==> config.mk <==
export PLATFORM = sky130hd
export DESIGN_NAME = mux_scan_ctrl
export DESIGN_NICKNAME = d
export VERILOG_FILES = /design/src/rtl/mux_scan_ctrl_pkg.sv /design/src/rtl/mux_scan_ctrl_settle_cnt.sv /design/src/rtl/mux_scan_ctrl.sv
export SDC_FILE = /design/constraint.sdc
export NUM_CORES = 1
export LEC_CHECK = 0
export ABC_AREA = 1
export CORE_ASPECT_RATIO = 1.25
export CORE_MARGIN = 2
export CORE_UTILIZATION = 45
export CTS_CLUSTER_SIZE = 20
export DETAILED_ROUTE_END_ITERATION = 16
export PLACE_DENSITY = 0.71
export SLEW_MARGIN = 10
export SYNTH_ARGS = -nofsm -noshare
export SYNTH_HDL_FRONTEND = slang
export SYNTH_SLANG_ARGS = --single-unit
==> constraint.sdc <==
create_clock -name clk -period 1.9 [get_ports clk]
set_input_delay 0.38 -clock clk [delete_from_list [all_inputs] [get_ports clk]]
set_output_delay 0.38 -clock clk [all_outputs]
set_load 0.01 [all_outputs]
==> src/rtl/mux_scan_ctrl_pkg.sv <==
// Shared types and constants for the mux4 select-line scan controller.
package mux_scan_ctrl_pkg;

  localparam int unsigned NCH = 4;

  typedef enum logic [1:0] {
    IDLE   = 2'd0,
    SETTLE = 2'd1,
    SAMPLE = 2'd2,
    DONE   = 2'd3
  } scan_state_t;

endpackage

==> src/rtl/mux_scan_ctrl_settle_cnt.sv <==
// Loadable down-counter timing how long each mux channel is held before sampling.
module scan_settle_cnt #(
  parameter int unsigned CNT_W = 4
) (
  input  logic             clk,
  input  logic             rst,
  input  logic             i_load,
  input  logic             i_dec,
  input  logic [CNT_W-1:0] i_load_val,
  output logic [CNT_W-1:0] o_count,
  output logic             o_zero
);

  logic [CNT_W-1:0] r_cnt;

  always_ff @(posedge clk) begin
    if (rst) begin
      r_cnt <= '0;
    end else if (i_load) begin
      r_cnt <= i_load_val;
    end else if (i_dec && (r_cnt != '0)) begin
      r_cnt <= r_cnt - 1'b1;
    end
  end

  assign o_count = r_cnt;
  assign o_zero  = (r_cnt == '0);

endmodule

==> src/rtl/mux_scan_ctrl.sv <==
// Steps mux4 selects through channels 0..3, samples x on each, publishes a 4-bit word.
// Optional build macro MUX_SCAN_CHANGE_EN adds the 'changed' output.
module mux_scan_ctrl
  import mux_scan_ctrl_pkg::*;
#(
  parameter int unsigned SETTLE_CYC = 1,
  parameter int unsigned CNT_W      = 4
) (
  input  logic       clk,
  input  logic       rst,
  input  logic       start,
  input  logic       abort,
  input  logic       mux_x,
  output logic       s1,
  output logic       s0,
  output logic       busy,
  output logic       valid,
`ifdef MUX_SCAN_CHANGE_EN
  output logic       changed,
`endif
  output logic [3:0] sample
);

  localparam logic [CNT_W-1:0] LOAD_VAL = CNT_W'(SETTLE_CYC - 1);
  localparam logic [1:0]       LAST_CH  = 2'(NCH - 1);

  scan_state_t      r_state;
  scan_state_t      w_next;
  logic [1:0]       r_ch;
  logic [2:0]       r_work;
  logic [3:0]       r_sample;
  logic             r_valid;
  logic             w_load;
  logic             w_dec;
  logic             w_zero;
  logic             w_last;
  logic             w_publish;
  logic [3:0]       w_new_sample;
  logic [CNT_W-1:0] w_count;

  scan_settle_cnt #(
    .CNT_W(CNT_W)
  ) u_settle_cnt (
    .clk       (clk),
    .rst       (rst),
    .i_load    (w_load),
    .i_dec     (w_dec),
    .i_load_val(LOAD_VAL),
    .o_count   (w_count),
    .o_zero    (w_zero)
  );

  assign w_last       = (r_ch == LAST_CH);
  assign w_new_sample = {mux_x, r_work};
  assign w_publish    = (r_state == SAMPLE) && (w_next == DONE);

  always_comb begin
    w_next = r_state;
    w_load = 1'b0;
    w_dec  = 1'b0;
    unique case (r_state)
      IDLE: begin
        if (start && !abort) begin
          w_next = SETTLE;
          w_load = 1'b1;
        end
      end
      SETTLE: begin
        if (abort)       w_next = IDLE;
        else if (w_zero) w_next = SAMPLE;
        else             w_dec  = 1'b1;
      end
      SAMPLE: begin
        if (abort) begin
          w_next = IDLE;
        end else if (w_last) begin
          w_next = DONE;
        end else begin
          w_next = SETTLE;
          w_load = 1'b1;
        end
      end
      DONE: w_next = IDLE;
      default: w_next = IDLE;
    endcase
  end

  always_ff @(posedge clk) begin
    if (rst) begin
      r_state  <= IDLE;
      r_ch     <= '0;
      r_work   <= '0;
      r_sample <= '0;
      r_valid  <= 1'b0;
    end else begin
      r_state <= w_next;
      r_valid <= w_publish;
      if (w_next == IDLE) begin
        r_ch <= '0;
      end else if ((r_state == SAMPLE) && (w_next == SETTLE)) begin
        r_ch <= r_ch + 1'b1;
      end
      // Channel 3's bit goes straight into the published word, so only 0..2 are staged.
      if ((r_state == SAMPLE) && !abort) begin
        for (int unsigned i = 0; i < NCH - 1; i++) begin
          if (r_ch == 2'(i)) r_work[i] <= mux_x;
        end
      end
      if (w_publish) r_sample <= w_new_sample;
    end
  end

`ifdef MUX_SCAN_CHANGE_EN
  logic r_changed;

  always_ff @(posedge clk) begin
    if (rst) r_changed <= 1'b0;
    else     r_changed <= w_publish && (w_new_sample != r_sample);
  end

  assign changed = r_changed;
`endif

  assign {s1, s0} = r_ch;
  assign busy     = (r_state == SETTLE) || (r_state == SAMPLE);
  assign valid    = r_valid;
  assign sample   = r_sample;

endmodule

## After elaboration in Yosys (flattened, before gate mapping)

Cells that the tools add are included.
W data, S select, Z words.

| operators by class | value |
|---|---|
| add/sub/neg operators | 2 |
| multipliers | 0 |
| div/mod/pow operators | 0 |
| $lt $le $gt $ge | 0 |
| equal/unequal tests | 8 |
| shift-type cells | 0 |
| mux-type cells | 13 |
| bitwise logic cells | 0 |
| reduce and logical (&&, ||, !) cells | 17 |

Operator list:

| operator | number |
|---|---|
| $eq A2 B2 Y1 const B | 5 |
| $mux W2 | 5 |
| $pmux W2 S4 | 1 |
| $eq A2 B1 Y1 const B | 3 |
| $logic_not A2 Y1 | 3 |
| $mux W1 | 6 |
| $reduce_and A2 Y1 | 3 |
| $logic_and A1 B1 Y1 | 5 |
| $logic_not A4 Y1 | 1 |
| $reduce_bool A4 Y1 | 1 |
| $reduce_or A2 Y1 | 2 |
| $sub A4 B1 Y4 const B | 1 |
| $add A2 B1 Y2 const B | 1 |
| $pmux W1 S2 | 1 |
| $logic_not A1 Y1 | 1 |
| $logic_or A1 B1 Y1 | 1 |

| word-level totals | value |
|---|---|
| bits in registers | 16 |
| bits in latches | 0 |
| RAM bits | 0 |
| bits in read-only memories | 0 |
| input port bits | 5 |
| logic and storage cells | 48 |
| memories | 0 |

## Longest topological paths before layout

Gate-level depths: netlist of run 1.

| logic depth | value |
|---|---|
| depth after elaboration | 6 |
| mapped depth | 13 |
| gate-level depth less buffers | 13 |

## Modules after synthesis

Synthesis of run 1 repeated with hierarchy kept, for this count alone.

| unflattened totals | value |
|---|---|
| cell total of the unflattened synthesis | 141 |
| area, all modules | 1,009.7 um^2 |

Modules (own cells, without submodules):

| module | times used | cells each | area an instance (um^2) | sequential area each (um^2) |
|---|---|---|---|---|
| mux_scan_ctrl | 1 | 100 | 735.7 | 240.2 |
| scan_settle_cnt | 1 | 41 | 274.0 | 80.1 |

## Worst setup path after synthesis of run 1

No wires, ideal clock.

| path | value |
|---|---|
| path type | flip-flop to flip-flop |
| start | reg r_state[1] |
| end | reg r_sample[0] (netlist: sample[0]) |
| setup time | 0.113 ns |
| arrival | 1.348 ns |
| data required time | 1.787 ns |
| slack | 0.440 ns |
| stages on the path, launching flop included | 12 |
| clock period less this slack | 1.460 ns |
| cells stage by stage | dfxtp_1 > inv_1 > ha_1 > inv_1 > nor2_1 > nand2_2 > nand2_2 > nand3_2 > nor2_4 > nand2_1 > nand2_1 > nor2_1 |

| between the ends | value |
|---|---|
| word-level cells in the longest chain between the ends | 5 |

Ends and longest elaborated chain:

| what | line | RTL |
|---|---|---|
| start, declared | mux_scan_ctrl.sv:27 | `scan_state_t r_state;` |
| start signal, assigned | mux_scan_ctrl.sv:96 | `r_state <= w_next;` |
| $mux W2 | mux_scan_ctrl.sv:70 | `else if (w_zero) w_next = SAMPLE;` |
| $mux W2 | mux_scan_ctrl.sv:69 | `if (abort) w_next = IDLE;` |
| $pmux W2 S4 | mux_scan_ctrl.sv:61 | `unique case (r_state)` |
| $eq A2 B2 Y1 | mux_scan_ctrl.sv:55 | `assign w_publish = (r_state == SAMPLE) && (w_next == DONE);` |
| $logic_and A1 B1 Y1 (*) | mux_scan_ctrl.sv:55 |  |
| end signal, assigned | mux_scan_ctrl.sv:109 | `if (w_publish) r_sample <= w_new_sample;` |
| end, declared | mux_scan_ctrl.sv:31 | `logic [3:0] r_sample;` |

Mark *: on every way between the ends. The rest lies on a longest branch, timed or not.
A chain may end at the register's enable or synchronous reset.

## Worst setup path in the final report of run 1

| path | value |
|---|---|
| start | reg r_state[0] |
| end | out busy |

| between the ends | value |
|---|---|
| word-level cells in the longest chain between the ends | 2 |

Ends and longest elaborated chain:

| what | line | RTL |
|---|---|---|
| $eq A2 B1 Y1 / $eq A2 B2 Y1 (equally long branches) | mux_scan_ctrl.sv:125 | `assign busy = (r_state == SETTLE) \|\| (r_state == SAMPLE);` |
| $logic_or A1 B1 Y1 (*) | mux_scan_ctrl.sv:125 |  |
| end, declared | mux_scan_ctrl.sv:16 | `output logic busy,` |

Marks and branches as above.

==> results of run 1 <==
==> kinds of logic (layout without fill, tap and decap cells) <==
kind of cell	Yosys count	after routing	synth area share [%]
compound gates	14	14	8.68
xor+xnor	1	1	0.981
fa+ha+maj	9	9	12.6
buf+inv	23	40	9.66
flops	16	16	35.9
simple gates	67	67	32.2
==> Yosys cell counts, types with 4 or more instances <==
library cell   n  area share, %
nand3_1        4            2.2
nand2_1       32             13
a21oi_1        6            3.4
o21ai_0        5            2.8
inv_1         22            9.2
ha_1           9             13
dfxtp_1       16             36
nor2_1        22            9.2
nand2_2        6            4.2
==> critical path: stages (launching register included) <==
cell	delay, ns
dfxtp_1	0.34
inv_1	0.09
ha_1	0.29
dlygate4sd2_1	0.28
==> sequential cells by signal, indices dropped and copies added (netlist names) <==
name / flops
u_settle_cnt.o_count: 4
r_work: 3
valid: 1
sample: 4
r_state: 2
r_ch: 2
==> area by class of cell <==
class	instances	area (sq um)	area share, %
timing repair buffer	13	126	11.7
tap	20	25.0	2.31
multi-input combinational	91	487	45.0
sequential	16	322	29.7
inverter	23	86.3	7.98
clock buffer	4	36.3	3.35
==> metal layers <==
layer | vias up | GRT usage (%) | share of wire (%)
li1 | 426 | - | -
met3 | 2 | 3.02 | 2.6
met4 | 0 | 6.06 | 1.1
met1 | 339 | 18.5 | 47
met2 | 10 | 26.7 | 49
met5 | - | 0 | 0
==> repair_timing <==
item | CTS | global route
endpoints found under the setup margin | 1 | 0
gates resized for setup | 2 | 0
endpoints found under the hold margin | 0 | 0
==> layout by cell type (no fill, tap or decap), drive strengths merged <==
cell	count
xor2	1
o211ai	1
o21bai	1
nand3	5
dfxtp	16
inv	23
nor2	24
ha	9
a211oi	1
a21oi	6
clkdlybuf4s50	11
buf	1
clkbuf	4
nand2	38
dlygate4sd2	1
o21ai	5
==> power by group through the flow <==
stage                     Clock, mW  Combinational [mW]  Sequential [mW]
after floorplan                   0               0.135            0.355
after global placement            0               0.179            0.355
after detailed placement          0               0.183            0.355
after CTS                     0.234               0.179            0.347
after global routing          0.244               0.202            0.349
final                         0.227               0.178            0.347
==> stage by stage <==
stage	util, %	setup WS, ns
2_1_floorplan	-	0.440
3_3_place_gp	54.6	0.0558
5_1_grt	56.5	0.0616
6_report	56.5	0.223
3_5_place_dp	54.6	0.0227
4_1_cts	56.5	0.206
==> worst max-delay path by stage <==
| stage | from | cells after the start | end | slack, ns |
|---|---|---|---|---|
| after floorplan | r_state[1] | 11 | sample[0] | 0.44 |
| after global placement | abort | 9 | sample[0] | 0.06 |
| after detailed placement | abort | 11 | sample[3] | 0.02 |
| after CTS | r_state[0] | 3 | busy | 0.21 |
| after global routing | r_state[1] | 11 | sample[3] | 0.06 |
| final | r_state[0] | 3 | busy | 0.22 |
==> flow_summary.ini, run 1 <==
[power_and_ir_drop]
power-per-cell-area_mw_per_mm2 = 696
report.power.total_mw = 0.753
power.sequential.fraction_pct = 46.1
power.static_leakage_nw = 0.479
ir_worst_vdd_v = 0.000507
clkPwrFrac_pct = 30.2
combinationalPowerShare_pct = 23.7
netSwitchingPower_mw = 0.228
p_int_mw = 0.525
switching_share_of_power_pct = 30.3

[routing]
first_pass_iters = 4
drc = 0
detailed_router_s_first_iteration_violation_count = 5
routed-via-count = 777
route.antenna.remaining_nets = 0
totalWireLength_mm = 1.56
routed_via_density = 4.65
routed_wire_length_per_instance_microns = 9.32

[critical_path]
critical_path_class = reg2out
required_time_reported_for_the_critical_path_endpoint_ns = 1.52
worstSetupStartpointType = flop
arrival_ns = 1.30
crit_path_end_kind = output pin
crit_fanout = 4
critical_path.reg2reg.startpoint = r_state[1]
r2r_slack_ns = 0.24
reg2reg_to = sample[3]
worst_r2r_path_depth = 11

[final_layout]
antenna_cells = 0
design_area_sq_mm = 0.00108
final_standard_cell_count_with_taps_included_and_fillers_excluded = 167
final_layout_size_suffix_gt1_share_pct = 10.9
filler_cell_count = 186
final_net_count = 162
signed_area_change_from_the_synthesized_netlist_to_the_final_layout_pct = 21.1

[timing]
fmaxAchievable_mhz = 596
finClkSkew_ns = 0.0108
fin_crit_sh_pct = 88.3
worst_slew_slack_as_a_fraction_of_its_limit_pct = 74.5
period_minus_slack_ns = 1.68
finalSetupViolCount = 0
endpoints_failing_hold = 0
slew_violations = 0
fin_hold_ws_ns = 0.461
rsz0062_at_grt = no
totalNegativeSetupSlack_ns = 0
worst-slew-pin-transition_ns = 0.382

[floorplan]
number_of_rows_created_at_floorplan = 18
floorplan.core_area_sq_mm = 0.00191
io-pin-count = 13
die-area_sq_mm = 0.00236
die_x_microns = 43.9
vertical_extent_of_the_die_microns = 53.8
initial_utilization_pct = 46.7

[logic_synthesis]
postSynthRegisterBits = 16
synth_async_sr_flop_share_pct = 0
netlist_area_sq_um = 893
synth_nets = 144
synth_cells = 130
seq_area_frac_synth_pct = 35.9
synth-edff-count = 0
synth_warnings = 0
ys_types = 17
dominant_synthesized_flop_cell = dfxtp_1
synth_area_per_cell_sq_um = 6.87

[grt]
grt_first_pass_wirelength_mm = 2.72
grt_start_max_net_pins = 10
antenna_violations_before_repair = 0
grt_overflow = 0
grt_pass1_vias = 686
groute.usage.overall_pct = 15.4

[min_path]
hold_path.startpoint = r_work[0]
hold_depth = 2
hp-class = reg2reg
sink_of_the_worst_hold_path = r_work[0]

[placed_design]
place_hpwl_mm = 1.25
routabilityCongestion = 0.832
place_area_sq_mm = 0.00105
placed_cells = 163
port_buffers = 12

[clock_tree]
clk_pin_slew_worst_paths_ns = 0.10
clock_tree.buffer_depth = 2
cts_tree = built
cts-buffers-inserted = 3
count_of_hold_fix_buffers_inserted_at_cts = 0
tritoncts_num_sinks = 16
cts_setup_buffers = 0
clock_latency_ns = 0.29
htreeDepth = 1
clock_tree.root_cell = clkbuf_4

[run_status]
outcome = complete, no violations

[flow_run]
drv.max_cap_violation_count = 0
No activity file was read; power rests on OpenSTA's default activity.
==> run 2: changes to the inputs <==
- CELL_PAD_IN_SITES_DETAIL_PLACEMENT: default -> 1
- CELL_PAD_IN_SITES_GLOBAL_PLACEMENT: default -> 2
- CORE_UTILIZATION: 45 -> 28
- CTS_CLUSTER_DIAMETER: default -> 150
- PLACE_DENSITY: 0.71 -> 0.78
- SKIP_CTS_REPAIR_TIMING: default -> 1
==> flow_summary.ini, run 2 (synthesis results as in run 1) <==
[run_status]
outcome = complete, no violations

[routing]
totalWireLength_mm = 2.00
routed-via-count = 812
detailed_router_s_first_iteration_violation_count = 6
routed_via_density = 4.46
first_pass_iters = 2
routed_wire_length_per_instance_microns = 11.0
route.antenna.remaining_nets = 0
drc = 0

[critical_path]
reg2reg_to = sample[0]
critical_path_class = reg2reg
arrival_ns = 1.89
r2r_slack_ns = 0.20
required_time_reported_for_the_critical_path_endpoint_ns = 2.08
critical_path.reg2reg.startpoint = r_state[1]
timing.critical_path.max_delay_family = simple AND/OR/NAND/NOR gates
worst_r2r_path_depth = 11
crit_fanout = 8
crit_path_cell_trace = inv_1 -> ha_1 -> inv_1 -> nor2_1 -> nand2_2 -> nand2_2 -> nand3_2 -> nor2_4 -> nand2_1 -> nand2_1 -> nor2_1
crit_path_end_kind = flop
worstSetupStartpointType = flop
slowest_stage = dfxtp_2
slowest_delay_ns = 0.35
path_buf_inv = 2

[timing]
slew_violations = 0
fin_crit_sh_pct = 89.7
finClkSkew_ns = 0.0146
fin_hold_ws_ns = 0.463
fmaxAchievable_mhz = 587
endpoints_failing_hold = 0
worst_slew_slack_as_a_fraction_of_its_limit_pct = 73.1
totalNegativeSetupSlack_ns = 0
period_minus_slack_ns = 1.70
rsz0062_at_grt = no
finalSetupViolCount = 0
worst-slew-pin-transition_ns = 0.401

[final_layout]
antenna_cells = 0
layout.cells.most_common = nand2_1
final_net_count = 162
design_area_sq_mm = 0.00109
layout_common_cells = 32 x nand2_1, 22 x inv_1, 22 x nor2_1
final_layout_size_suffix_gt1_share_pct = 11.0
signed_area_change_from_the_synthesized_netlist_to_the_final_layout_pct = 22.4

[clock_tree]
clock_latency_ns = 0.29
clock_tree.root_cell = clkbuf_4
tritoncts_num_sinks = 16
clock_tree.buffer_depth = 2
cts-buffers-inserted = 3
cts_tree = built
clk_pin_slew_worst_paths_ns = 0.11
htreeDepth = 1

[grt]
antenna_violations_before_repair = 0
groute.usage.overall_pct = 13.8
grt_first_pass_wirelength_mm = 3.71
grt_overflow = 0
grt_pass1_vias = 837
grt_start_max_net_pins = 10

[placed_design]
routabilityCongestion = 0.702
port_buffers = 12
place_hpwl_mm = 1.67
place_area_sq_mm = 0.00107

[floorplan]
die-area_sq_mm = 0.00366
initial_utilization_pct = 29.8
io-pin-count = 13
floorplan.core_area_sq_mm = 0.00300
vertical_extent_of_the_die_microns = 67.2
number_of_rows_created_at_floorplan = 22
die_x_microns = 54.5

[min_path]
hold_path.startpoint = r_work[2]
hp-class = reg2reg
sink_of_the_worst_hold_path = r_work[2]
hold_depth = 2

[power_and_ir_drop]
power.static_leakage_nw = 0.483
report.power.total_mw = 0.720
power-per-cell-area_mw_per_mm2 = 658
ir_worst_vdd_v = 0.000300

[flow_run]
drv.max_cap_violation_count = 0
==> run 2: changes by cell type in the layout (fill, tap and decap cells not counted), sizes merged <==
cell / delta
dlygate4sd2: -1
dlymetal6s2s: +1
clkbuf: -1
==> run 2: layout make-up <==
type	count	area, sq um
clock buffers	3	22.5
flip-flops and latches	16	323
well taps	36	45.0
fillers	403	1910
multi-input cells	91	487
repair buffers	13	130
inverters	23	86.3
==> run 2: tightest hold or removal path, stage by stage, from the launching register on <==
cell	delay (ns)
dfxtp_1	0.31
inv_1	0.06
a21oi_1	0.05
==> run 2: worst max path at each step <==
stage | depth (start not counted) | endpoint | from | slack, ns
2_1_floorplan | 11 | sample[0] | r_state[1] | 0.44
3_3_place_gp | 9 | sample[0] | abort | 0.02
3_5_place_dp | 9 | sample[0] | abort | -0.01
4_1_cts | 3 | busy | r_state[1] | -0.09
5_1_grt | 13 | sample[0] | r_state[0] | 0.02
6_report | 11 | sample[0] | r_state[1] | 0.20
==> run 2: metrics by stage <==
step	utilization, %	worst slack [ns]	std cells
4_1_cts	36.3	-0.0863	182
6_report	36.4	0.195	182
3_3_place_gp	35.5	0.0227	179
5_1_grt	36.4	0.0182	182
3_5_place_dp	35.5	-0.0103	179
2_1_floorplan	-	0.440	130
==> run 2: routing by layer <==
layer	global-route usage, %	vias up	wire, microns
met4	5.63	0	17
met3	1.99	2	40
li1	-	425	-
met5	0	-	0
met2	23.8	7	1060
met1	16.6	378	883
==> run 2: where the power goes <==
part           switching [mW]  internal (mW)  leakage, nW
Combinational           0.118         0.0689        0.340
Sequential            0.00441          0.344        0.130
Clock                   0.110         0.0735       0.0138
Total                   0.233          0.487        0.483
==> run 3: changes to the inputs <==
- CELL_PAD_IN_SITES_DETAIL_PLACEMENT: 1 -> default
- CELL_PAD_IN_SITES_GLOBAL_PLACEMENT: 2 -> default
- CORE_UTILIZATION: 28 -> 45
- PLACE_DENSITY: 0.78 -> 0.71
==> flow_summary.ini, run 3 (synthesis results as in run 1) <==
[timing]
worst_slew_slack_as_a_fraction_of_its_limit_pct = 74.5
finalSetupViolCount = 0
period_minus_slack_ns = 1.66
totalNegativeSetupSlack_ns = 0
fmaxAchievable_mhz = 604
worst-slew-pin-transition_ns = 0.382
fin_crit_sh_pct = 87.2
finClkSkew_ns = 0.0108
endpoints_failing_hold = 0
slew_violations = 0
rsz0062_at_grt = no

[floorplan]
vertical_extent_of_the_die_microns = 53.8
floorplan.core_area_sq_mm = 0.00191
die-area_sq_mm = 0.00236
io-pin-count = 13
number_of_rows_created_at_floorplan = 18
initial_utilization_pct = 46.7
die_x_microns = 43.9

[clock_tree]
clk_pin_slew_worst_paths_ns = 0.10
htreeDepth = 1
tritoncts_num_sinks = 16
clock_tree.buffer_depth = 2
clock_latency_ns = 0.29
cts_tree = built
clock_tree.root_cell = clkbuf_4
cts-buffers-inserted = 3

[critical_path]
critical_path.reg2reg.startpoint = r_state[1]
startpoint = r_state[1]
crit_path_end_kind = flop
required_time_reported_for_the_critical_path_endpoint_ns = 2.08
arrival_ns = 1.84
critical_path_class = reg2reg
crit_fanout = 8
worstSetupStartpointType = flop

[placed_design]
port_buffers = 12
place_hpwl_mm = 1.25
routabilityCongestion = 0.832
placed_cells = 163

[routing]
detailed_router_s_first_iteration_violation_count = 5
totalWireLength_mm = 1.56
drc = 0
first_pass_iters = 4
routed_via_density = 4.65
routed-via-count = 777
route.antenna.remaining_nets = 0
routed_wire_length_per_instance_microns = 9.34

[final_layout]
filler_cell_count = 184
final_standard_cell_count_with_taps_included_and_fillers_excluded = 167
layout_common_cells = 32 x nand2_1, 22 x inv_1, 22 x nor2_1
antenna_cells = 0
layout.cells.most_common = nand2_1
signed_area_change_from_the_synthesized_netlist_to_the_final_layout_pct = 21.6
final_net_count = 162
final_layout_size_suffix_gt1_share_pct = 10.9

[grt]
antenna_violations_before_repair = 0
grt_first_pass_wirelength_mm = 2.72
grt_pass1_vias = 686
grt_overflow = 0
grt_start_max_net_pins = 10
groute.usage.overall_pct = 15.4

[power_and_ir_drop]
power-per-cell-area_mw_per_mm2 = 696
combinationalPowerShare_pct = 24.0
switching_share_of_power_pct = 30.2
power.static_leakage_nw = 0.490
clkPwrFrac_pct = 30.0
p_int_mw = 0.528
power.sequential.fraction_pct = 45.9
report.power.total_mw = 0.756
ir_worst_vdd_v = 0.000508
netSwitchingPower_mw = 0.228

[run_status]
outcome = complete, no violations

[flow_run]
drv.max_cap_violation_count = 0

[min_path]
hold_path.startpoint = r_work[0]
hp-class = reg2reg
-- run 3: power groups by stage --
stage | sequential (mW) | combinational, mW | clock (mW)
3_5_place_dp | 0.355 | 0.183 | 0
6_report | 0.347 | 0.182 | 0.227
4_1_cts | 0.347 | 0.185 | 0.234
5_1_grt | 0.349 | 0.206 | 0.244
2_1_floorplan | 0.355 | 0.135 | 0
3_3_place_gp | 0.355 | 0.179 | 0
-- run 3: area by class of cell --
type	instances	area (sq um)	area share (%)
multi-input cells	91	487	44.8
flip-flops and latches	16	322	29.6
repair buffers	13	130	12.0
inverters	23	86.3	7.95
clock buffers	4	36.3	3.34
well taps	20	25.0	2.30
-- run 3: critical path, cell delays in order, from the launching register on --
cell	delay [ns]
dfxtp_2	0.35
inv_1	0.12
ha_1	0.18
inv_1	0.05
nor2_1	0.14
nand2_2	0.10
nand2_2	0.08
nand3_2	0.13
nor2_4	0.22
nand2_1	0.07
nand2_1	0.06
nor2_1	0.04
-- run 3: path summary, 6_finish.rpt --
| kind | depth (start not counted) | end | slack [ns] |
|---|---|---|---|
| worst max-delay path | 11 | sample[3] | 0.24 |
| worst min-delay path | 2 | r_work[0] | 0.46 |
| worst max register to register | 11 | sample[3] | 0.24 |
| worst min register to register | 2 | r_work[0] | 0.46 |
-- run 3: metrics by stage --
| stage | cell area, sq um | setup slack [ns] | hold slack (ns) | utilization [%] |
|---|---|---|---|---|
| 3_3_place_gp | 1050 | 0.0558 | 0.440 | 54.6 |
| 5_1_grt | 1090 | 0.0616 | 0.467 | 56.7 |
| 3_5_place_dp | 1050 | 0.0227 | 0.446 | 54.6 |
| 2_1_floorplan | 893 | 0.440 | 0.430 | - |
| 6_report | 1090 | 0.244 | 0.461 | 56.7 |
| 4_1_cts | 1080 | -0.0742 | 0.458 | 56.5 |
-- run 3: routing by layer --
layer / up-vias / part of all wire, % / global-route usage (%)
met5: - / 0 / 0
met4: 0 / 1.1 / 6.06
met3: 2 / 2.6 / 3.02
met2: 10 / 49 / 26.7
met1: 339 / 48 / 18.5
li1: 426 / - / -
